File: config.mk
export PLATFORM = sky130hd
export DESIGN_NAME = ram64_arbiter_flat
export DESIGN_NICKNAME = d
export VERILOG_FILES = /design/src/rtl/ram64_arbiter_pkg.sv /design/src/rtl/ram64_arbiter_if.sv /design/src/rtl/ram64_arbiter_rr_arb2.sv /design/src/rtl/ram64_arbiter.sv /design/src/flat_wrapper.sv
export SDC_FILE = /design/constraint.sdc
export NUM_CORES = 1
export LEC_CHECK = 0
export BUFFER_PORTS_ARGS = -buffer_cell sky130_fd_sc_hd__buf_2
export CAP_MARGIN = 20
export CORE_MARGIN = 4
export CORE_UTILIZATION = 46
export CTS_CLUSTER_DIAMETER = 50
export CTS_CLUSTER_SIZE = 28
export DETAILED_ROUTE_END_ITERATION = 7
export PLACE_DENSITY = 0.8
export SLEW_MARGIN = 20
export SYNTH_ARGS = -nofsm -noshare
export SYNTH_HDL_FRONTEND = slang
export SYNTH_SLANG_ARGS = --single-unit
export TNS_END_PERCENT = 50
File: constraint.sdc
create_clock -name clk -period 1.7 [get_ports clk]
set_input_delay 0.085 -clock clk [delete_from_list [all_inputs] [get_ports clk]]
set_output_delay 0.085 -clock clk [all_outputs]
set_load 0.1 [all_outputs]
File: src/rtl/ram64_arbiter_pkg.sv
// Shared constants and state encoding for the ram64_arbiter block.
// Widths here must match the attached 64x16 RAM bank.
package ram64_arbiter_pkg;

    localparam int DATA_W = 16;
    localparam int ADDR_W = 6;

    localparam int PORT_CPU = 0;
    localparam int PORT_DMA = 1;

    // Last word of the bank; the clear sequencer stops after writing it.
    localparam logic [ADDR_W-1:0] LAST_ADDR = '1;

    typedef enum logic {
        ST_CLEAR = 1'b0,
        ST_SERVE = 1'b1
    } state_t;

endpackage

File: src/rtl/ram64_arbiter_if.sv
// Requester-side bus of ram64_arbiter: both ports' request, write data,
// grant and registered read-data signals.
interface ram64_arbiter_if;
    import ram64_arbiter_pkg::*;

    // Handshake: reqN is held, with weN/addrN/wdataN stable, until gntN is
    // seen high; the transaction commits at that clock edge. A read returns
    // rdataN with a one-cycle rvalidN pulse in the following cycle.
    logic              req0;
    logic              req1;
    logic              we0;
    logic              we1;
    logic [ADDR_W-1:0] addr0;
    logic [ADDR_W-1:0] addr1;
    logic [DATA_W-1:0] wdata0;
    logic [DATA_W-1:0] wdata1;
    logic              gnt0;
    logic              gnt1;
    logic [DATA_W-1:0] rdata0;
    logic [DATA_W-1:0] rdata1;
    logic              rvalid0;
    logic              rvalid1;

    modport master (
        output req0, req1, we0, we1, addr0, addr1, wdata0, wdata1,
        input  gnt0, gnt1, rdata0, rdata1, rvalid0, rvalid1
    );

    modport slave (
        input  req0, req1, we0, we1, addr0, addr1, wdata0, wdata1,
        output gnt0, gnt1, rdata0, rdata1, rvalid0, rvalid1
    );

endinterface

File: src/rtl/ram64_arbiter_rr_arb2.sv
// rr_arb2: two-way round-robin grant with a one-bit priority pointer.
// The pointer names the port that wins the next tie.
module rr_arb2
    import ram64_arbiter_pkg::*;
(
    input  logic       clk,
    input  logic       rst_n,
    input  logic       en,
    input  logic [1:0] req,
    output logic [1:0] gnt,
    output logic       ptr
);

    logic ptr_q;
    logic ptr_d;

    always_comb begin
        gnt   = 2'b00;
        ptr_d = ptr_q;
        if (en) begin
            case (req)
                2'b01:   gnt = 2'b01;
                2'b10:   gnt = 2'b10;
                2'b11:   gnt = ptr_q ? 2'b10 : 2'b01;
                default: gnt = 2'b00;
            endcase
            // Winner hands priority to the other port; no grant leaves it alone.
            if (gnt[PORT_CPU]) begin
                ptr_d = 1'b1;
            end else if (gnt[PORT_DMA]) begin
                ptr_d = 1'b0;
            end
        end
    end

    always_ff @(posedge clk or negedge rst_n) begin
        if (!rst_n) begin
            ptr_q <= 1'b0;
        end else begin
            ptr_q <= ptr_d;
        end
    end

    assign ptr = ptr_q;

endmodule

File: src/rtl/ram64_arbiter.sv
// ram64_arbiter: round-robin sharing of one 64x16 RAM between a CPU and a DMA port.
// Define RAM64_ARBITER_CLEAR_EN to fill the bank with CLEAR_VAL after every reset.
module ram64_arbiter
    import ram64_arbiter_pkg::*;
#(
    parameter logic [DATA_W-1:0] CLEAR_VAL = '0
) (
    input  logic              clk,
    input  logic              rst_n,
    ram64_arbiter_if.slave    bus,
    output logic              busy,
    output logic [DATA_W-1:0] mem_in,
    output logic              mem_load,
    output logic [ADDR_W-1:0] mem_addr,
    input  logic [DATA_W-1:0] mem_out,
    output state_t            dbg_state,
    output logic              dbg_ptr
);

`ifdef RAM64_ARBITER_CLEAR_EN
    localparam state_t RESET_STATE = ST_CLEAR;
`else
    localparam state_t RESET_STATE = ST_SERVE;
`endif

    state_t            state_q, state_d;
    logic [ADDR_W-1:0] mem_addr_q, mem_addr_d;
    logic [DATA_W-1:0] mem_in_q, mem_in_d;
    logic [DATA_W-1:0] rdata0_q, rdata0_d;
    logic [DATA_W-1:0] rdata1_q, rdata1_d;
    logic              rvalid0_q, rvalid0_d;
    logic              rvalid1_q, rvalid1_d;
    logic [1:0]        req_vec;
    logic [1:0]        gnt_vec;
    logic              arb_en;

`ifdef RAM64_ARBITER_CLEAR_EN
    logic [ADDR_W-1:0] clr_cnt_q, clr_cnt_d;
`endif

    assign req_vec = {bus.req1, bus.req0};
    // Gating with rst_n keeps grants and RAM writes off while reset is held.
    assign arb_en  = rst_n && (state_q == ST_SERVE);

    rr_arb2 u_rr_arb2 (
        .clk   (clk),
        .rst_n (rst_n),
        .en    (arb_en),
        .req   (req_vec),
        .gnt   (gnt_vec),
        .ptr   (dbg_ptr)
    );

    always_comb begin
        state_d    = state_q;
        mem_addr_d = mem_addr_q;
        mem_in_d   = mem_in_q;
        mem_load   = 1'b0;
        rvalid0_d  = 1'b0;
        rvalid1_d  = 1'b0;
`ifdef RAM64_ARBITER_CLEAR_EN
        clr_cnt_d  = clr_cnt_q;
        busy       = 1'b0;
`endif
        case (state_q)
            ST_CLEAR: begin
`ifdef RAM64_ARBITER_CLEAR_EN
                if (rst_n) begin
                    busy       = 1'b1;
                    mem_load   = 1'b1;
                    mem_addr_d = clr_cnt_q;
                    mem_in_d   = CLEAR_VAL;
                    clr_cnt_d  = clr_cnt_q + 1'b1;
                    if (clr_cnt_q == LAST_ADDR) begin
                        state_d = ST_SERVE;
                    end
                end
`else
                // Never entered without the sequencer; fall straight into SERVE.
                mem_in_d = CLEAR_VAL;
                state_d  = ST_SERVE;
`endif
            end
            default: begin
                if (gnt_vec[PORT_CPU]) begin
                    mem_addr_d = bus.addr0;
                    if (bus.we0) begin
                        mem_load = 1'b1;
                        mem_in_d = bus.wdata0;
                    end else begin
                        rvalid0_d = 1'b1;
                    end
                end else if (gnt_vec[PORT_DMA]) begin
                    mem_addr_d = bus.addr1;
                    if (bus.we1) begin
                        mem_load = 1'b1;
                        mem_in_d = bus.wdata1;
                    end else begin
                        rvalid1_d = 1'b1;
                    end
                end
            end
        endcase
    end

    // Read capture kept apart from the address mux: mem_out is a function of mem_addr.
    always_comb begin
        rdata0_d = rdata0_q;
        rdata1_d = rdata1_q;
        if (rvalid0_d) begin
            rdata0_d = mem_out;
        end
        if (rvalid1_d) begin
            rdata1_d = mem_out;
        end
    end

    always_ff @(posedge clk or negedge rst_n) begin
        if (!rst_n) begin
            state_q    <= RESET_STATE;
            mem_addr_q <= '0;
            mem_in_q   <= '0;
            rdata0_q   <= '0;
            rdata1_q   <= '0;
            rvalid0_q  <= 1'b0;
            rvalid1_q  <= 1'b0;
        end else begin
            state_q    <= state_d;
            mem_addr_q <= mem_addr_d;
            mem_in_q   <= mem_in_d;
            rdata0_q   <= rdata0_d;
            rdata1_q   <= rdata1_d;
            rvalid0_q  <= rvalid0_d;
            rvalid1_q  <= rvalid1_d;
        end
    end

`ifdef RAM64_ARBITER_CLEAR_EN
    always_ff @(posedge clk or negedge rst_n) begin
        if (!rst_n) begin
            clr_cnt_q <= '0;
        end else begin
            clr_cnt_q <= clr_cnt_d;
        end
    end
`else
    assign busy = 1'b0;
`endif

    // Unregistered address/data: the RAM sees this cycle's choice before the edge.
    assign mem_addr    = mem_addr_d;
    assign mem_in      = mem_in_d;
    assign dbg_state   = state_q;

    assign bus.gnt0    = gnt_vec[PORT_CPU];
    assign bus.gnt1    = gnt_vec[PORT_DMA];
    assign bus.rdata0  = rdata0_q;
    assign bus.rdata1  = rdata1_q;
    assign bus.rvalid0 = rvalid0_q;
    assign bus.rvalid1 = rvalid1_q;

endmodule

File: src/flat_wrapper.sv
// flat-port wrapper written by rule: the top's interface ports become plain ports
module ram64_arbiter_flat import ram64_arbiter_pkg::*;
#(
    parameter logic [DATA_W-1:0] CLEAR_VAL = '0
)
  (clk, rst_n, busy, mem_in, mem_load, mem_addr, mem_out, dbg_state, dbg_ptr, bus_req0, bus_req1, bus_we0, bus_we1, bus_addr0, bus_addr1, bus_wdata0, bus_wdata1, bus_gnt0, bus_gnt1, bus_rdata0, bus_rdata1, bus_rvalid0, bus_rvalid1);
  ram64_arbiter_if bus_i ();
  input  logic clk;
  input  logic rst_n;
  output logic busy;
  output logic [DATA_W-1:0] mem_in;
  output logic mem_load;
  output logic [ADDR_W-1:0] mem_addr;
  input  logic [DATA_W-1:0] mem_out;
  output state_t dbg_state;
  output logic dbg_ptr;
  input wire logic [$bits(bus_i.req0)-1:0] bus_req0;
  input wire logic [$bits(bus_i.req1)-1:0] bus_req1;
  input wire logic [$bits(bus_i.we0)-1:0] bus_we0;
  input wire logic [$bits(bus_i.we1)-1:0] bus_we1;
  input wire logic [$bits(bus_i.addr0)-1:0] bus_addr0;
  input wire logic [$bits(bus_i.addr1)-1:0] bus_addr1;
  input wire logic [$bits(bus_i.wdata0)-1:0] bus_wdata0;
  input wire logic [$bits(bus_i.wdata1)-1:0] bus_wdata1;
  output wire logic [$bits(bus_i.gnt0)-1:0] bus_gnt0;
  output wire logic [$bits(bus_i.gnt1)-1:0] bus_gnt1;
  output wire logic [$bits(bus_i.rdata0)-1:0] bus_rdata0;
  output wire logic [$bits(bus_i.rdata1)-1:0] bus_rdata1;
  output wire logic [$bits(bus_i.rvalid0)-1:0] bus_rvalid0;
  output wire logic [$bits(bus_i.rvalid1)-1:0] bus_rvalid1;
  assign bus_i.req0 = bus_req0;
  assign bus_i.req1 = bus_req1;
  assign bus_i.we0 = bus_we0;
  assign bus_i.we1 = bus_we1;
  assign bus_i.addr0 = bus_addr0;
  assign bus_i.addr1 = bus_addr1;
  assign bus_i.wdata0 = bus_wdata0;
  assign bus_i.wdata1 = bus_wdata1;
  assign bus_gnt0 = bus_i.gnt0;
  assign bus_gnt1 = bus_i.gnt1;
  assign bus_rdata0 = bus_i.rdata0;
  assign bus_rdata1 = bus_i.rdata1;
  assign bus_rvalid0 = bus_i.rvalid0;
  assign bus_rvalid1 = bus_i.rvalid1;
  ram64_arbiter #(.CLEAR_VAL(CLEAR_VAL)) u_core (.clk(clk), .rst_n(rst_n), .bus(bus_i), .busy(busy), .mem_in(mem_in), .mem_load(mem_load), .mem_addr(mem_addr), .mem_out(mem_out), .dbg_state(dbg_state), .dbg_ptr(dbg_ptr));
endmodule
==> Word-level counts from Yosys, hierarchy flattened <==
Index checks and enable logic that the tools add are counted.
{ "word_totals": {"register_bits": 57, "out_inout_bits": 62} }
{ "classes": {"eq_ne": 3, "n_mux": 21, "n_reduce_logical": 2} }
{ "ops": {"columns": ["cell", "n"], "rows": [
  ["2-to-1 mux 16 bit", 4],
  ["2-to-1 mux 6 bit", 2],
  ["2-to-1 mux 1 bit", 11],
  ["2-to-1 mux 2 bit", 3],
  ["one-hot mux 2 bit (3 select lines)", 1],
  ["== test 2 bit (second input constant)", 2],
  ["== test 2 x 1 -> 1 bit (second input constant)", 1],
  ["AND reduction 2 bit", 1],
  ["nonzero test 2 bit", 1]
]} }

==> Logic depth before layout (Yosys ltp) <==
{ "logic_depth": {"depth_word": 6, "mapped_depth": 6} }

==> Modules after synthesis <==
Synthesis repeated with hierarchy kept, for this count alone.
{ "hier_totals": {"cells_unflattened": 205, "hier_area_um2": 2555.0} }
{ "by_module_without_submodules": {"columns": ["module", "instances", "cells_each", "seq_area_each_um2", "area_each_um2"], "rows": [
  ["ram64_arbiter", 1, 197, 1401.3, 2493.6],
  ["rr_arb2", 1, 8, 25.0, 61.3]
]} }

==> Worst setup path after synthesis <==
No wires, ideal clock.
{ "synth_path": {"path_kind": "register -> register", "from": "register u_core.u_rr_arb2.ptr_q (netlist: u_core.u_rr_arb2.ptr)", "to": "register u_core.mem_in_q[0]", "required_time_ns": 1.318, "arrival_ns": 4.166, "path_buffers": 2, "period_less_slack_ns": 4.547, "slack_ns": -2.847, "stages_incl_launch_ff": 6, "path_cell_list": "dfrtp_1 and2_4 buf_6 or3_1 buf_4 a311oi_1"} }
{ "synth_via": {"elab_chain_cells": 6} }
{ "synth_rtl": {"columns": ["item", "line_no", "text"], "rows": [
  ["start, declared", "ram64_arbiter_rr_arb2.sv:14", "logic ptr_q;"],
  ["start signal, assigned", "ram64_arbiter_rr_arb2.sv:40", "ptr_q <= ptr_d;"],
  ["2-to-1 mux 2 bit *", "ram64_arbiter_rr_arb2.sv:24", "2'b11: gnt = ptr_q ? 2'b10 : 2'b01;"],
  ["one-hot mux 2 bit (3 select lines) *", "ram64_arbiter_rr_arb2.sv:21", "case (req)"],
  ["2-to-1 mux 2 bit * (2 in a row)", "ram64_arbiter_rr_arb2.sv:20", "if (en) begin"],
  ["2-to-1 mux 16 bit", "ram64_arbiter.sv:93", "end else if (gnt_vec[PORT_DMA]) begin"],
  ["2-to-1 mux 16 bit *", "ram64_arbiter.sv:85", "if (gnt_vec[PORT_CPU]) begin"],
  ["net mem_in[0]", "flat_wrapper.sv:11", "output logic [DATA_W-1:0] mem_in;"],
  ["end signal, assigned", "ram64_arbiter.sv:130", "mem_in_q <= mem_in_d;"],
  ["end, declared", "ram64_arbiter.sv:28", "logic [DATA_W-1:0] mem_in_q, mem_in_d;"]
]} }
The timed path passes the listed nets; every way through them passes the cells marked *. The select of a mux whose other input is x is not followed.
A chain may end at the register's enable or synchronous reset.

==> Final worst setup path <==
{ "layout_path": {"from": "register u_core.u_rr_arb2.ptr_q (netlist: u_core.u_rr_arb2.ptr)", "to": "output port mem_in[9]"} }
{ "layout_via": {"elab_chain_cells": 6} }
{ "layout_rtl": {"columns": ["item", "line_no"], "rows": [
  ["2-to-1 mux 2 bit *", "ram64_arbiter_rr_arb2.sv:24"],
  ["one-hot mux 2 bit (3 select lines) *", "ram64_arbiter_rr_arb2.sv:21"],
  ["2-to-1 mux 2 bit * (2 in a row)", "ram64_arbiter_rr_arb2.sv:20"],
  ["2-to-1 mux 16 bit", "ram64_arbiter.sv:93"],
  ["2-to-1 mux 16 bit *", "ram64_arbiter.sv:85"],
  ["end, declared", "flat_wrapper.sv:11"]
]} }
Every way passes the cells marked *; elsewhere a longest branch is shown, timed or not. The select of a mux whose other input is x is not followed.

==> impl_results.md <==
* Antenna viol nets, final at 0
* Initial antenna violation count at 1
* Worst hold path type: in2async
* Slew Viols, Final at 0
* Reg2reg setup slack at -0.11 ns
* Synthesized-area fraction occupied by adder cells at 0%
* Fin nets at 438
* Wire per inst at 20.0 um
* Post-synthesis mux area share at 13.9%
* YS warnings at 0
* Largest family of logic cells by synthesized area: multiplexers
* Reg2Reg Launch Point: u_core.u_rr_arb2.ptr
* Seq/Total Area, Yosys at 55.1%
* DR DRC count at 0
* # rows at 27
* CP required at 1.62 ns
* Placed Instances at 401
* Worst Path Arrival at 2.12 ns
* Worst Tran Pin Value at 0.663 ns
* R2r endpoint: u_core.bus.rdata1[6]
* Netlist cell types at 24
* Final Hold Viols at 0
* Syn Nets at 267
* Total grt overflow at 0
* VDD IR max at 1.31 mV
* Post-DP HPWL at 5590 um
* Die W at 83 um
* Period minus WS final at 2.20 ns
* Initial Utilization at 47.3%
* Final worst slack at -0.503 ns
* Synth top area share at 55.1%
* Xor and xnor area share after synthesis at 0%
* CTS tree: built
* Main area contributors after synthesis: dfrtp_1 55%, mux2_2 13%, nor4_1 7.7%
* CTS clock-pin slew for the worst setup and hold paths at 0.07 ns
* Input/output buffers at 125
* Vias in the first global route at 2757
* FMAX at 0.454 GHz
* H-Tree Level Count at 3
* Met3 Wirelength at 593 um
* FILL cells at 263
* Max clock buf depth at 2
* Top cells by count, synth: 57 x dfrtp_1, 32 x nor4_1, 31 x mux2_2
* Crit path launch type: flop
* Final setup viols at 61
* Pleak at 2.18 nW
* Die height at 83 um
* Worst Setup End Kind: primary output
* Uppermost layer routed: met4
* Mean area per synthesized cell at 12.9 sq um
* Seq cells post-synth at 57
* Gp weighted congestion at 0.740
* Clock skew at 0.00821 ns
* CTS Sinks at 57
* Routed wl met2 at 4700 um
* Fraction of layout cells with a size suffix above 1 at 64.4%
* Total CTS buffers at 9
* Ports at 128
* WL final at 8990 um
* Max Cap Viol at 0
* Wl on met1 at 3320 um
* Placeable Area at 0.00547 sq mm
* CP Class: reg2out
* Status: finished, violations left
* DR pass1 iterations at 4
* Pwr/cell area at 1590 mW/mm^2
* Most used DFF post-synth: dfrtp_1
* Most common cell in the synthesized netlist: dfrtp_1
* FF-to-FF path depth at 7
* Rel. slew slack at 55.4%
* Pin count of the biggest net entering global routing at 52
* Post-synthesis cell area at 0.00259 sq mm
* Failing checks: negative setup slack
* Largest area contributor in the netlist: dfrtp_1
* RSZ-0062 raised after global routing: yes
* Tcrit/Tclk final at 130%
* Vias/cell at 5.49
* Root buf cell: clkbuf_8
* Via count at 2465
* First-pass GRT wire length at 14300 um
* Cell Count, Final, Fillers Out at 449
* Asr flop ratio synth at 100%
* GRT Total Usage at 26.3%
* Synth Area in Compound Gates at 10.3%
* Initial drt markers at 140
* Simple logic cell fraction of the synthesized area at 12.4%
* Post-synth EDFFs at 0
* Fin util at 85.3%
* Clk Latency, worst-skew pair at 0.33 ns
* Die area at 0.00689 sq mm
* Area Overhead vs Synth at 80.5%
* Synth Instances at 201
* CP max FO at 5
per-stage QoR:
stage          power, mW  area, sq um  setup slack, ns  hold WS, ns  setup TNS, ns
6_report            7.40         4670           -0.503       0.0100         -11.27
5_1_grt             7.63         4670           -0.542   -0.0000356         -13.49
4_1_cts             7.32         4560           -0.487      0.00152         -15.04
3_5_place_dp        5.91         4050           -0.169       0.0411          -4.63
3_3_place_gp        5.85         4050           -0.114       0.0323          -3.15
2_1_floorplan       4.88         2910            -1.07       -0.211         -37.78
flip-flops by register name, summed over array words and instances (netlist names):
register and flops:
u_core.bus.rdata0 16, u_core.bus.rdata1 16, u_core.bus.rvalid0 1, u_core.bus.rvalid1 1, u_core.mem_addr_q 6, u_core.mem_in_q 16, u_core.u_rr_arb2.ptr 1
cells in the final DEF, fill, tap and decap left out, drive strengths merged:
cell	netlist	layout
mux2	32	32
a311oi	16	16
buf	12	161
nor3	2	2
nor4	32	32
conb	2	2
bufinv	0	1
dfrtp	57	57
and2	7	7
nor2	2	2
diode	0	1
inv	18	18
a221o	6	6
nand2	4	4
bufbuf	0	1
dlygate4sd3	0	15
or3	2	2
clkinv	0	2
o21ai	2	2
clkbuf	6	13
nor2b	1	1
critical path, stage by stage, from the launching register on:
cell	delay (ns)
dfrtp_4	0.48
and2_4	0.16
or3_4	0.39
buf_12	0.17
a311oi_4	0.35
buf_12	0.22
timing repair:
item | in CTS | in global routing
pin swaps | 16 | 8
endpoints found under the hold margin | 29 | 0
gates resized for setup | 9 | 9
cloned | 2 | 1
setup buffers | 9 | 5
setup endpoints to repair | 42 | 65
hold buffers | 15 | 0
how the worst max path moves through the flow:
stage	startpoint	end	slack (ns)	cells past startpoint
5_1_grt	u_core.u_rr_arb2.ptr	mem_in[13]	-0.54	5
2_1_floorplan	u_core.u_rr_arb2.ptr	u_core.mem_in_q[14]	-1.07	6
4_1_cts	u_core.u_rr_arb2.ptr	mem_in[10]	-0.49	5
6_report	u_core.u_rr_arb2.ptr	mem_in[9]	-0.50	5
3_3_place_gp	u_core.u_rr_arb2.ptr	mem_in[14]	-0.11	5
3_5_place_dp	u_core.u_rr_arb2.ptr	u_core.bus.rdata1[8]	-0.17	4
report_power, final:
part | internal (mW) | total [mW] | switching [mW]
clock network | 0.744 | 1.27 | 0.522
logic | 1.25 | 4.32 | 3.07
registers | 1.67 | 1.82 | 0.148
total | 3.66 | 7.40 | 3.74
cell type report:
cell class              instances  area [sq um]  share of cell area (%)
diodes                          1          2.50                  0.0536
clock buffers                  12           155                    3.32
clock inverters                 3          40.0                   0.857
inverters                      18          67.6                    1.45
multi-input cells             108          1320                    28.2
flip-flops and latches         57          1430                    30.6
well taps                      72          90.1                    1.93
repair buffers                178          1570                    33.6
kinds of logic (layout without fill, tap and decap cells):
group                  count (synthesis)  after routing
other                                  2              3
buffers and inverters                 36            211
DFF                                   57             57
AOI/OAI and AO/OA                     24             24
and+or+nand+nor                       50             50
muxes                                 32             32
layer usage:
metal / GRT usage (%) / up-vias
met5: 0 / -
met4: 14.3 / 0
met3: 7.24 / 33
met2: 46.8 / 119
met1: 28.0 / 1220
li1: - / 1093
(Power assumes the default switching activity.)
